`config.mk`:
```
export PLATFORM = sky130hd
export DESIGN_NAME = lcd_char_render
export DESIGN_NICKNAME = d
export VERILOG_FILES = /design/src/rtl/lcd_pkg.sv /design/src/rtl/lcd_win_seq.sv /design/src/rtl/lcd_char_render.sv
export SDC_FILE = /design/constraint.sdc
export NUM_CORES = 1
export LEC_CHECK = 0
export BUFFER_PORTS_ARGS = -buffer_cell sky130_fd_sc_hd__clkbuf_2
export CAP_MARGIN = 10
export CORE_MARGIN = 3
export CORE_UTILIZATION = 59
export CTS_CLUSTER_SIZE = 16
export DETAILED_ROUTE_END_ITERATION = 6
export HOLD_SLACK_MARGIN = 0.02
export PLACE_DENSITY = 0.81
export SYNTH_ARGS = -nofsm -noshare
export SYNTH_HDL_FRONTEND = slang
export SYNTH_SLANG_ARGS = --single-unit
```
`constraint.sdc`:
```
create_clock -name sys_clk -period 5.24 [get_ports sys_clk]
set_clock_uncertainty 0.15 [all_clocks]
set_input_delay 1.572 -clock sys_clk [delete_from_list [all_inputs] [get_ports sys_clk]]
set_output_delay 1.572 -clock sys_clk [all_outputs]
set_load 0.005 [all_outputs]
```
`src/rtl/lcd_pkg.sv`:
```
// Shared ST7735 command codes, font geometry and render FSM types
// for the character renderer.
package lcd_pkg;

  localparam logic [7:0] CASET = 8'h2A;
  localparam logic [7:0] RASET = 8'h2B;
  localparam logic [7:0] RAMWR = 8'h2C;

  localparam int W16 = 8;
  localparam int H16 = 16;
  localparam int W12 = 6;
  localparam int H12 = 12;

  typedef enum logic [2:0] {
    IDLE,
    WIN,
    ROW,
    PIX,
    DONE,
    SETTLE
  } state_e;

  typedef struct packed {
    logic       size;
    logic [6:0] ascii;
    logic [8:0] x;
    logic [8:0] y;
  } char_req_t;

  function automatic logic [11:0] font_addr_f(
    input logic        size,
    input logic [6:0]  ascii,
    input logic [4:0]  row,
    input logic [11:0] base
  );
    logic [11:0] a;
    a = {5'd0, ascii};
    if (size) return {1'b0, ascii, 4'd0} + {7'd0, row};
    return base + (a << 3) + (a << 2) + {7'd0, row};
  endfunction

endpackage

```
`src/rtl/lcd_win_seq.sv`:
```
// Emits the 11-byte CASET/RASET/RAMWR window sequence
// over a valid/ready byte port, then pulses done.
module lcd_win_seq
  import lcd_pkg::*;
(
  input  logic       clk,
  input  logic       rst,
  input  logic       start,
  input  logic [8:0] xs,
  input  logic [8:0] xe,
  input  logic [8:0] ys,
  input  logic [8:0] ye,
  input  logic       ready,
  output logic       valid,
  output logic       dc,
  output logic [7:0] data,
  output logic       done
);

  logic [3:0] idx_q, idx_d;
  logic       act_q, act_d;
  logic       done_q, done_d;

  always_comb begin
    idx_d  = idx_q;
    act_d  = act_q;
    done_d = 1'b0;
    if (start) begin
      act_d = 1'b1;
      idx_d = 4'd0;
    end else if (act_q && ready) begin
      if (idx_q == 4'd10) begin
        act_d  = 1'b0;
        done_d = 1'b1;
      end else begin
        idx_d = idx_q + 4'd1;
      end
    end
  end

  always_comb begin
    valid = act_q;
    done  = done_q;
    dc    = !(idx_q == 4'd0 || idx_q == 4'd5 || idx_q == 4'd10);
    unique case (idx_q)
      4'd0:    data = CASET;
      4'd1:    data = {7'd0, xs[8]};
      4'd2:    data = xs[7:0];
      4'd3:    data = {7'd0, xe[8]};
      4'd4:    data = xe[7:0];
      4'd5:    data = RASET;
      4'd6:    data = {7'd0, ys[8]};
      4'd7:    data = ys[7:0];
      4'd8:    data = {7'd0, ye[8]};
      4'd9:    data = ye[7:0];
      default: data = RAMWR;
    endcase
  end

  always_ff @(posedge clk) begin
    if (rst) begin
      idx_q  <= 4'd0;
      act_q  <= 1'b0;
      done_q <= 1'b0;
    end else begin
      idx_q  <= idx_d;
      act_q  <= act_d;
      done_q <= done_d;
    end
  end

endmodule

```
`src/rtl/lcd_char_render.sv`:
```
// Renders CHAR_NUM glyphs per start pulse: sets the panel window,
// then streams RGB565 pixels from font ROM rows to the SPI writer.
module lcd_char_render
  import lcd_pkg::*;
#(
  parameter int          CHAR_NUM    = 12,
  parameter int          SETTLE_CYC  = 3,
  parameter logic [8:0]  X_OFS       = 9'd2,
  parameter logic [8:0]  Y_OFS       = 9'd1,
  parameter logic [15:0] FG_COLOR    = 16'hFFFF,
  parameter logic [15:0] BG_COLOR    = 16'h0000,
  parameter logic [11:0] FONT12_BASE = 12'd1536
) (
  input  logic        sys_clk,
  input  logic        sys_rst,
  input  logic        show_char_flag,
  input  logic        en_size,
  input  logic [6:0]  ascii_num,
  input  logic [8:0]  start_x,
  input  logic [8:0]  start_y,
  output logic        show_char_done,
  output logic        busy,
  output logic [11:0] font_addr,
  input  logic [7:0]  font_data,
  output logic        wr_valid,
  input  logic        wr_ready,
  output logic        wr_dc,
  output logic [7:0]  wr_data
);

  state_e      state_q, state_d;
  char_req_t   req_q, req_d;
  logic        busy_q, busy_d;
  logic [3:0]  cnt_q, cnt_d;
  logic [4:0]  row_q, row_d;
  logic [2:0]  bit_q, bit_d;
  logic        lo_q, lo_d;
  logic        rd_q, rd_d;
  logic [1:0]  settle_q, settle_d;
  logic [7:0]  bits_q, bits_d;
  logic [11:0] addr_q, addr_d;

  logic        seq_start, seq_valid, seq_dc, seq_done;
  logic [7:0]  seq_data;
  logic [8:0]  xs, xe, ys, ye;
  logic [8:0]  w_m1, h_m1;
  logic [4:0]  h;
  logic [2:0]  bit_last;
  logic [15:0] color;
  char_req_t   req_in;

  assign req_in   = '{en_size, ascii_num, start_x, start_y};
  assign w_m1     = req_q.size ? 9'(W16 - 1) : 9'(W12 - 1);
  assign h_m1     = req_q.size ? 9'(H16 - 1) : 9'(H12 - 1);
  assign h        = req_q.size ? 5'(H16) : 5'(H12);
  assign bit_last = req_q.size ? 3'(8 - W16) : 3'(8 - W12);
  assign xs       = req_q.x + X_OFS;
  assign xe       = xs + w_m1;
  assign ys       = req_q.y + Y_OFS;
  assign ye       = ys + h_m1;
  assign color    = bits_q[bit_q] ? FG_COLOR : BG_COLOR;

  lcd_win_seq u_win (
    .clk   (sys_clk),
    .rst   (sys_rst),
    .start (seq_start),
    .xs    (xs),
    .xe    (xe),
    .ys    (ys),
    .ye    (ye),
    .ready (wr_ready),
    .valid (seq_valid),
    .dc    (seq_dc),
    .data  (seq_data),
    .done  (seq_done)
  );

  always_comb begin
    state_d        = state_q;
    req_d          = req_q;
    busy_d         = busy_q;
    cnt_d          = cnt_q;
    row_d          = row_q;
    bit_d          = bit_q;
    lo_d           = lo_q;
    rd_d           = rd_q;
    settle_d       = settle_q;
    bits_d         = bits_q;
    addr_d         = addr_q;
    seq_start      = 1'b0;
    wr_valid       = 1'b0;
    wr_dc          = 1'b0;
    wr_data        = 8'd0;
    show_char_done = 1'b0;
    unique case (state_q)
      IDLE: begin
        if (show_char_flag) begin
          req_d     = req_in;
          busy_d    = 1'b1;
          seq_start = 1'b1;
          state_d   = WIN;
        end
      end
      WIN: begin
        wr_valid = seq_valid;
        wr_dc    = seq_dc;
        wr_data  = seq_data;
        if (seq_done) begin
          row_d   = 5'd0;
          rd_d    = 1'b0;
          state_d = ROW;
        end
      end
      ROW: begin
        // second cycle: ROM data for the address issued on entry
        if (rd_q) begin
          bits_d  = font_data;
          bit_d   = 3'd7;
          lo_d    = 1'b0;
          rd_d    = 1'b0;
          state_d = PIX;
        end else begin
          rd_d = 1'b1;
        end
      end
      PIX: begin
        wr_valid = 1'b1;
        wr_dc    = 1'b1;
        wr_data  = lo_q ? color[7:0] : color[15:8];
        if (wr_ready) begin
          lo_d = !lo_q;
          if (lo_q) begin
            if (bit_q == bit_last) begin
              row_d   = row_q + 5'd1;
              state_d = (row_d < h) ? ROW : DONE;
            end else begin
              bit_d = bit_q - 3'd1;
            end
          end
        end
      end
      DONE: begin
        show_char_done = 1'b1;
        if (cnt_q == 4'(CHAR_NUM - 1)) begin
          cnt_d   = 4'd0;
          busy_d  = 1'b0;
          state_d = IDLE;
        end else begin
          cnt_d    = cnt_q + 4'd1;
          settle_d = 2'd0;
          state_d  = SETTLE;
        end
      end
      SETTLE: begin
        if (settle_q == 2'(SETTLE_CYC - 1)) begin
          req_d     = req_in;
          seq_start = 1'b1;
          state_d   = WIN;
        end else begin
          settle_d = settle_q + 2'd1;
        end
      end
      default: state_d = IDLE;
    endcase
    if (state_d == ROW && state_q != ROW) begin
      addr_d = font_addr_f(req_q.size, req_q.ascii, row_d, FONT12_BASE);
    end
  end

  assign busy      = busy_q;
  assign font_addr = addr_q;

  always_ff @(posedge sys_clk) begin
    if (sys_rst) begin
      state_q  <= IDLE;
      req_q    <= '0;
      busy_q   <= 1'b0;
      cnt_q    <= 4'd0;
      row_q    <= 5'd0;
      bit_q    <= 3'd0;
      lo_q     <= 1'b0;
      rd_q     <= 1'b0;
      settle_q <= 2'd0;
      bits_q   <= 8'd0;
      addr_q   <= 12'd0;
    end else begin
      state_q  <= state_d;
      req_q    <= req_d;
      busy_q   <= busy_d;
      cnt_q    <= cnt_d;
      row_q    <= row_d;
      bit_q    <= bit_d;
      lo_q     <= lo_d;
      rd_q     <= rd_d;
      settle_q <= settle_d;
      bits_q   <= bits_d;
      addr_q   <= addr_d;
    end
  end

endmodule

```
After elaboration in Yosys (flattened, before gate mapping)
Index checks and enable logic that the tools add are counted.
{"block": "word_totals", "elab_cells": 150, "inputBits": 38, "output_inout_bits": 24, "regBits": 72}
{"block": "op_classes", "addsub": 13, "eq_ne": 30, "n_lt_le_gt_ge": 2, "bitwise_logic": 2, "reduce_logical": 26, "n_mux": 60}
{"cell": "$pmux 8 s10", "count": 1}
{"cell": "$mux 26", "count": 2}
{"cell": "$pmux 26 s2", "count": 1}
{"cell": "$mux 3", "count": 14}
{"cell": "$mux 5", "count": 5}
{"cell": "$mux 12", "count": 2}
{"cell": "$ne 2x2->1 const B", "count": 9}
{"cell": "$pmux 3 s6", "count": 1}
{"cell": "$eq 4x3->1 const B", "count": 4}
{"cell": "$eq 4x4->1 const B", "count": 4}
{"cell": "$mux 1", "count": 16}
{"cell": "$mux 16", "count": 1}
{"cell": "$pmux 8 s2", "count": 1}
{"cell": "$reduce_bool 2->1", "count": 7}
{"cell": "$add 11x10->12 const A", "count": 1}
{"cell": "$add 11x5->12", "count": 1}
{"cell": "$add 12x5->12", "count": 1}
{"cell": "$add 12x9->12", "count": 1}
{"cell": "$pmux 1 s2", "count": 6}
{"cell": "$reduce_and 3->1", "count": 4}
{"cell": "$pmux 5 s2", "count": 1}
{"cell": "$add 9x1->9 const B", "count": 1}
{"cell": "$add 9x2->9 const B", "count": 1}
{"cell": "$add 9x3->9", "count": 1}
{"cell": "32 further kinds", "count": 47}

Depth between registers and ports, before layout
Gate-level depths: netlist (run 1).
{"block": "depth", "ltp_word": 11, "mapped_depth": 16}

Hierarchy
Synthesis (run 1) repeated with hierarchy kept, for this count alone.
{"block": "unflattened", "hier_cells": 583, "hier_area_um2": 4845.9}
{"mod": "lcd_char_render", "seq_area_each_um2": 1321.3, "cells_each": 485, "area_per_inst_um2": 4103.9, "instances": 1}
{"mod": "lcd_win_seq", "seq_area_each_um2": 120.1, "cells_each": 98, "area_per_inst_um2": 742.0, "instances": 1}

Worst setup path after synthesis (run 1)
Ideal clock, no wire load.
{"block": "synth_timing", "path_kind": "input to register", "from": "input port wr_ready", "to": "register addr_q[9] (netlist: font_addr[9])", "t_required_ns": 4.974, "t_arrival_ns": 4.461, "stages": 14, "path_buffers": 0, "setup_slack_ns": 0.513, "path_cell_list": "nand2_1 -> or4b_4 -> mux2i_1 -> fa_1 -> inv_1 -> ha_1 -> inv_1 -> fa_1 -> nor2b_1 -> o21a_1 -> o211ai_1 -> a31oi_1 -> o21ai_0 -> a31o_2"}
{"block": "synth_via", "elab_chain_cells": 5, "elab_cells_between_ends": 10, "classes_between": "2 x add/sub; 1 x eq/ne; 6 x mux; 1 x reduce/logical"}
{"element": "from (decl)", "line": "lcd_char_render.sv:26", "rtl": "input logic wr_ready,"}
{"element": "$mux 5", "line": "lcd_char_render.sv:130", "rtl": "if (wr_ready) begin"}
{"element": "$pmux 5 s2", "line": "lcd_char_render.sv:95", "rtl": "unique case (state_q)"}
{"element": "$add 11x5->12", "line": "lcd_pkg.sv:38", "rtl": "if (size) return {1'b0, ascii, 4'd0} + {7'd0, row};"}
{"element": "$mux 12", "line": "lcd_pkg.sv:38"}
{"element": "$mux 12", "line": "lcd_pkg.sv:39", "rtl": "return base + (a << 3) + (a << 2) + {7'd0, row};"}
{"element": "to (signal assigned)", "line": "lcd_char_render.sv:197", "rtl": "addr_q <= addr_d;"}
{"element": "to (decl)", "line": "lcd_char_render.sv:41", "rtl": "logic [11:0] addr_q, addr_d;"}
Several ways; a longest one is shown, not always the timed one. The select of a mux whose other input is x is not followed.
A chain may end at the register's enable or synchronous reset.

Worst setup path after layout (run 1)
Ends and elaborated chain as after synthesis.

==> flow_summary.toml, run 1 <==
[synth]
avgSynthCellArea_um2 = 7.81
syn_nets = 700
ys_types = 71
synthSimpleGateAreaFrac_pct = 23.5
yosysSeqAreaShare_pct = 29.4
synth-xor-area-share_pct = 7.14
synth-main-ff-cell = "dfxtp_1"
synthArstFlopShare_pct = 0
synth_edf_count = 0
synth_cells = 628
syn_area_um2 = 4900
synth_top_family_by_area = "simple AND/OR/NAND/NOR gates"
synthMuxAreaShare_pct = 2.76
yosysWarnings = 0
yosys.area_share.adder_pct = 9.29
synth-seq-cells = 72
synth-compound-area-share_pct = 22.6

[place]
hpwl_um = 9010
place_congestion = 0.913
postPlaceCellArea_um2 = 5230
port_buffers = 61

[floorplan]
rows = 32
die_w_um = 97.2
boundaryPins = 62
coreArea_um2 = 7890
initial_core_util_pct = 62.2
die_y_um = 97.2
die-area_um2 = 9440

[global_route]
gr-total-overflow = 0
grt_pass1_vias = 4360
grt_start_max_net_pins = 53
track_usage_pct = 25.0
antenna_found_initial = 0
grt_pass1_wl_um = 19800

[sta]
grt_setup_unrepaired = "false"
period_share_pct = 92.9
hold_violations = 0
fmax_mhz = 205
fin_crit_ns = 4.87
worst_pin_slew_ns = 1.16
tns_ns = 0
hold_ws_ns = 0.305
relSlewSlack_pct = 22.7
final-max-slew-violation-count = 0
finalSetupViolCount = 0

[hold_path]
holdPathStages = 2
hold_class = "reg -> reg"

[clock_network]
cts_resized = 0
hold_buffers = 0
numCtsBuffers = 9
clock_latency_ns = 0.36
cts.sinks = 72
root_buffer = "clkbuf_8"
path_clk_slew_ns = 0.08
cts_tree = "done"
cts_setup_buffers = 0
htree_levels = 3
clockBufferDepth = 2

[finish]
area_growth_pct = 10.4
seqCellArea_um2 = 1440
fill_cells = 669
multi_input_area_um2 = 3210
fin_area_um2 = 5420
layout_common_cells = "102 x nand2_1, 72 x dfxtp_1, 61 x clkbuf_2"
diodes = 0
final_layout_size_suffix_gt1_share_pct = 15.3
layout_commonest_cell = "nand2_1"
fin_nets = 741

[detailed_routing]
drt-total-wl_um = 12000
dr.pass1.iters = 5
viasPerCell = 6.03
drcViolationCount = 0
wl_per_cell_um = 15.5
dr.first_iter.drc_count = 279
vias = 4675
drtAntennaViolNets = 0

[power]
power_density_nw_per_um2 = 221
p_comb_share_pct = 14.8
clockPowerShare_pct = 36.2
ir_drop_v = 0.000155
switching_share_pct = 28.8
p_switching_w = 0.000344
seqPwrFrac_pct = 49.0
p_int_w = 0.000851
p_leak_nw = 2.13

[critical_path]
crit_type = "in -> reg"
critPathArrivalTime_ns = 4.96
cp-start-kind = "input pin"
max_stage_delay_ns = 0.59
crit_chain = "clkbuf_2 > nand2_1 > or4b_4 > mux2i_1 > fa_1 > inv_1 > ha_1 > inv_1 > fa_1 > nor2b_1 > o21a_1 > o211ai_1 > a31oi_1 > o21ai_0 > a31o_2"
path_depth = 15
required_ns = 5.33
cp.buffers_inverters = 3
cp_max_fo = 3
critical_path.top_delay_family = "adder cells"
worst_setup_path_end_kind = "flop"
reg2regPathDepth = 14
cp_slowest_cell = "or4b_4"

[status]
status = "finished clean"

[run]
max_cap_violations = 0
## power by group through the flow
stage               Clock, W  Combinational (W)  Sequential, W
floorplan                  0           0.000132       0.000587
CTS                 0.000438           0.000175       0.000586
detailed placement         0           0.000174       0.000599
global placement           0           0.000169       0.000597
finish              0.000433           0.000176       0.000586
global route        0.000465           0.000197       0.000589
## cells in the mapped netlist (all sizes together), types with 3 or more instances
cell type | number | area, um2
a2111oi | 3 | 26.3
a211oi | 15 | 138
a21boi | 3 | 22.5
a21o | 6 | 45.0
a21oi | 63 | 330
a22oi | 5 | 37.5
a311oi | 4 | 47.6
a31oi | 7 | 43.8
and2 | 4 | 25.0
and4 | 3 | 26.3
buf | 5 | 31.3
clkbuf | 29 | 110
dfxtp | 72 | 1440
fa | 4 | 80.1
ha | 30 | 375
inv | 32 | 120
mux2i | 9 | 90.1
nand2 | 102 | 383
nand2b | 7 | 43.8
nand3 | 13 | 65.1
nand4 | 7 | 43.8
nor2 | 54 | 208
nor2b | 10 | 62.6
nor3 | 13 | 76.3
nor3b | 6 | 45.0
nor4 | 3 | 18.8
nor4b | 3 | 41.3
o211ai | 4 | 30.0
o21ai | 23 | 119
o221ai | 3 | 26.3
o22ai | 8 | 50.1
o31ai | 3 | 22.5
xnor2 | 24 | 210
xor2 | 16 | 140
## area by class of cell
type	instances	share of cell area, %
Timing Repair Buffer	64	6.05
Clock inverter	5	1.09
Inverter	32	2.22
Sequential cell	72	26.6
Clock buffer	10	2.36
Tap cell	102	2.36
Multi-Input combinational cell	490	59.3
## per-layer routing
| metal | wire length, um | vias to the layer above | track usage (%) |
|---|---|---|---|
| met5 | 0 | - | 0 |
| li1 | - | 2306 | - |
| met1 | 5200 | 2183 | 31.1 |
| met3 | 574 | 36 | 4.81 |
| met2 | 5910 | 150 | 42.8 |
| met4 | 360 | 0 | 9.50 |
## tightest hold or removal path, cell delays in order, from the launching register on
cell and delay, ns:
dfxtp_1 0.31, nand2_1 0.05, a21oi_1 0.05
## registers in the layout, summed over array words and instances (netlist names)
| signal | cells |
|---|---|
| rd_q | 1 |
| busy | 1 |
| font_addr | 12 |
| settle_q | 2 |
| u_win.done | 1 |
| bit_q | 3 |
| lo_q | 1 |
| state_q | 3 |
| row_q | 5 |
| u_win.idx_q | 4 |
| cnt_q | 4 |
| req_q | 26 |
| u_win.valid | 1 |
| bits_q | 8 |
## cells by family after synthesis
logic type,after synthesis
and+or+nand+nor,239
buffers and inverters,66
AOI/OAI and AO/OA,166
xor gates and xnor gates,40
muxes,11
adders and majority gates,34
DFF,72
## path summary, 6_finish.rpt
kind	from	to	slack, ns
setup / recovery	wr_ready	font_addr[9]$_SDFFE_PP0P_	0.37
hold / removal	bits_q[3]$_SDFFE_PP0P_	bits_q[3]$_SDFFE_PP0P_	0.31
setup reg to reg	state_q[1]$_SDFF_PP0_	font_addr[9]$_SDFFE_PP0P_	1.09
hold reg to reg	bits_q[3]$_SDFFE_PP0P_	bits_q[3]$_SDFFE_PP0P_	0.31
## stage by stage
stage / utilization (%) / instances / worst slack (ns) / power, W
floorplan: - / 628 / 0.513 / 0.000719
global placement: 66.3 / 760 / 0.197 / 0.000766
detailed placement: 66.3 / 760 / 0.0836 / 0.000772
CTS: 68.7 / 775 / 0.408 / 0.00120
global route: 68.7 / 775 / 0.110 / 0.00125
finish: 68.7 / 775 / 0.372 / 0.00120
Power figures use the tool's default switching activity.
==> inputs of run 2 (changes only) <==
Settings changed: PLACE_DENSITY 0.81 to 0.83.
==> flow_summary.toml, run 2 (synthesis results as in run 1) <==
[critical_path]
crit_chain = "clkbuf_2 > nand2_1 > or4b_4 > mux2i_1 > fa_1 > inv_1 > ha_1 > inv_1 > fa_1 > nor2b_1 > o21a_1 > o211ai_1 > a31oi_1 > o21ai_0 > a31o_2"
cp_max_fo = 3
worst_setup_path_end_kind = "flop"
reg2reg_slack_ns = 1.06
critPathArrivalTime_ns = 4.98
cp-start-kind = "input pin"
max_stage_delay_ns = 0.59
crit_type = "in -> reg"
required_ns = 5.34
cp_slowest_cell = "or4b_4"

[power]
p_leak_nw = 2.14
power_density_nw_per_um2 = 225
ir_drop_v = 0.000130

[global_route]
grt_start_max_net_pins = 39
track_usage_pct = 25.5
grt_pass1_wl_um = 20200
grt_pass1_vias = 4409
gr-total-overflow = 0
antenna_found_initial = 0

[place]
postPlaceCellArea_um2 = 5230
port_buffers = 61
place_congestion = 0.901
hpwl_um = 8830

[floorplan]
coreArea_um2 = 7890
rows = 32
boundaryPins = 62
die_w_um = 97.2
die_y_um = 97.2
initial_core_util_pct = 62.2
die-area_um2 = 9440

[finish]
fin_nets = 741
final_layout_size_suffix_gt1_share_pct = 15.6
regMostFlops = "req_q"
fin_area_um2 = 5430
layout_commonest_cell = "nand2_1"
layout_common_cells = "102 x nand2_1, 72 x dfxtp_1, 61 x clkbuf_2"
area_growth_pct = 10.8
seqCellArea_um2 = 1440
multi_input_area_um2 = 3210
fin_util_pct = 68.9
fill_cells = 636
diodes = 0
largest_register_ffs = 26

[clock_network]
htree_levels = 3
cts.sinks = 72
hold_buffers = 0
root_buffer = "clkbuf_8"
numCtsBuffers = 9
clockBufferDepth = 2
cts_tree = "done"
path_clk_slew_ns = 0.08
clock_latency_ns = 0.35
cts_resized = 0
cts_setup_buffers = 0

[sta]
fmax_mhz = 205
finalSetupViolCount = 0
final-max-slew-violation-count = 0
hold_ws_ns = 0.309
hold_violations = 0
grt_setup_unrepaired = "false"
tns_ns = 0
worst_pin_slew_ns = 1.10
period_share_pct = 93.0
fin_crit_ns = 4.87
relSlewSlack_pct = 26.9

[run]
max_cap_violations = 0

[hold_path]
hold_class = "reg -> reg"

[detailed_routing]
drt-total-wl_um = 12100
vias = 4629
drcViolationCount = 0
wl_per_cell_um = 15.7
viasPerCell = 5.97
dr.pass1.iters = 4
drtAntennaViolNets = 0
dr.first_iter.drc_count = 235

[status]
status = "finished clean"
-- run 2: cell count changes in the layout (fill, tap and decap cells not counted) --
cell      previous run  this run
clkbuf_1             1         0
clkbuf_8             9        10
inv_6                0         1
-- run 2: per-stage QoR --
step           total power (W)  cells  setup WS [ns]
2_1_floorplan         0.000719    628          0.513
3_3_place_gp          0.000766    760          0.213
3_5_place_dp          0.000772    760         0.0696
4_1_cts                0.00122    776          0.405
5_1_grt                0.00127    776          0.152
6_report               0.00122    776          0.367
-- run 2: area by class of cell --
| cell class | instances | share of cell area (%) |
|---|---|---|
| clock inverter | 6 | 1.24 |
| timing repair buffer | 64 | 6.03 |
| clock buffer | 10 | 2.53 |
| inverter | 32 | 2.21 |
| multi-input combinational | 490 | 59.1 |
| tap | 102 | 2.35 |
| sequential | 72 | 26.5 |
-- run 2: where the power goes --
| part | internal (W) | switching, W | total, W |
|---|---|---|---|
| combinational | 0.0000718 | 0.000106 | 0.000178 |
| sequential | 0.000562 | 0.0000243 | 0.000586 |
| clock | 0.000234 | 0.000223 | 0.000457 |
-- run 2: per-layer routing --
layer | global-route usage (%) | routed length [um] | vias to the layer above
met4 | 11.9 | 297 | 0
met3 | 3.09 | 555 | 27
met2 | 45.2 | 6080 | 137
met5 | 0 | 0 | -
li1 | - | - | 2301
met1 | 30.6 | 5220 | 2164
-- run 2: final timing paths --
| check | from | endpoint | cells after the start |
|---|---|---|---|
| hold / removal | bits_q[2]$_SDFFE_PP0P_ | bits_q[2]$_SDFFE_PP0P_ | 2 |
| setup reg to reg | state_q[1]$_SDFF_PP0_ | font_addr[9]$_SDFFE_PP0P_ | 14 |
| hold reg to reg | bits_q[2]$_SDFFE_PP0P_ | bits_q[2]$_SDFFE_PP0P_ | 2 |
| setup / recovery | wr_ready | font_addr[9]$_SDFFE_PP0P_ | 15 |
-- run 2: worst max-delay path: cells and delay by family --
family / cells / cell delay (ns)
fa+ha+maj: 3 / 1.10
simple gates: 3 / 0.89
mux: 1 / 0.31
compound gates: 5 / 0.83
buf+inv: 3 / 0.27
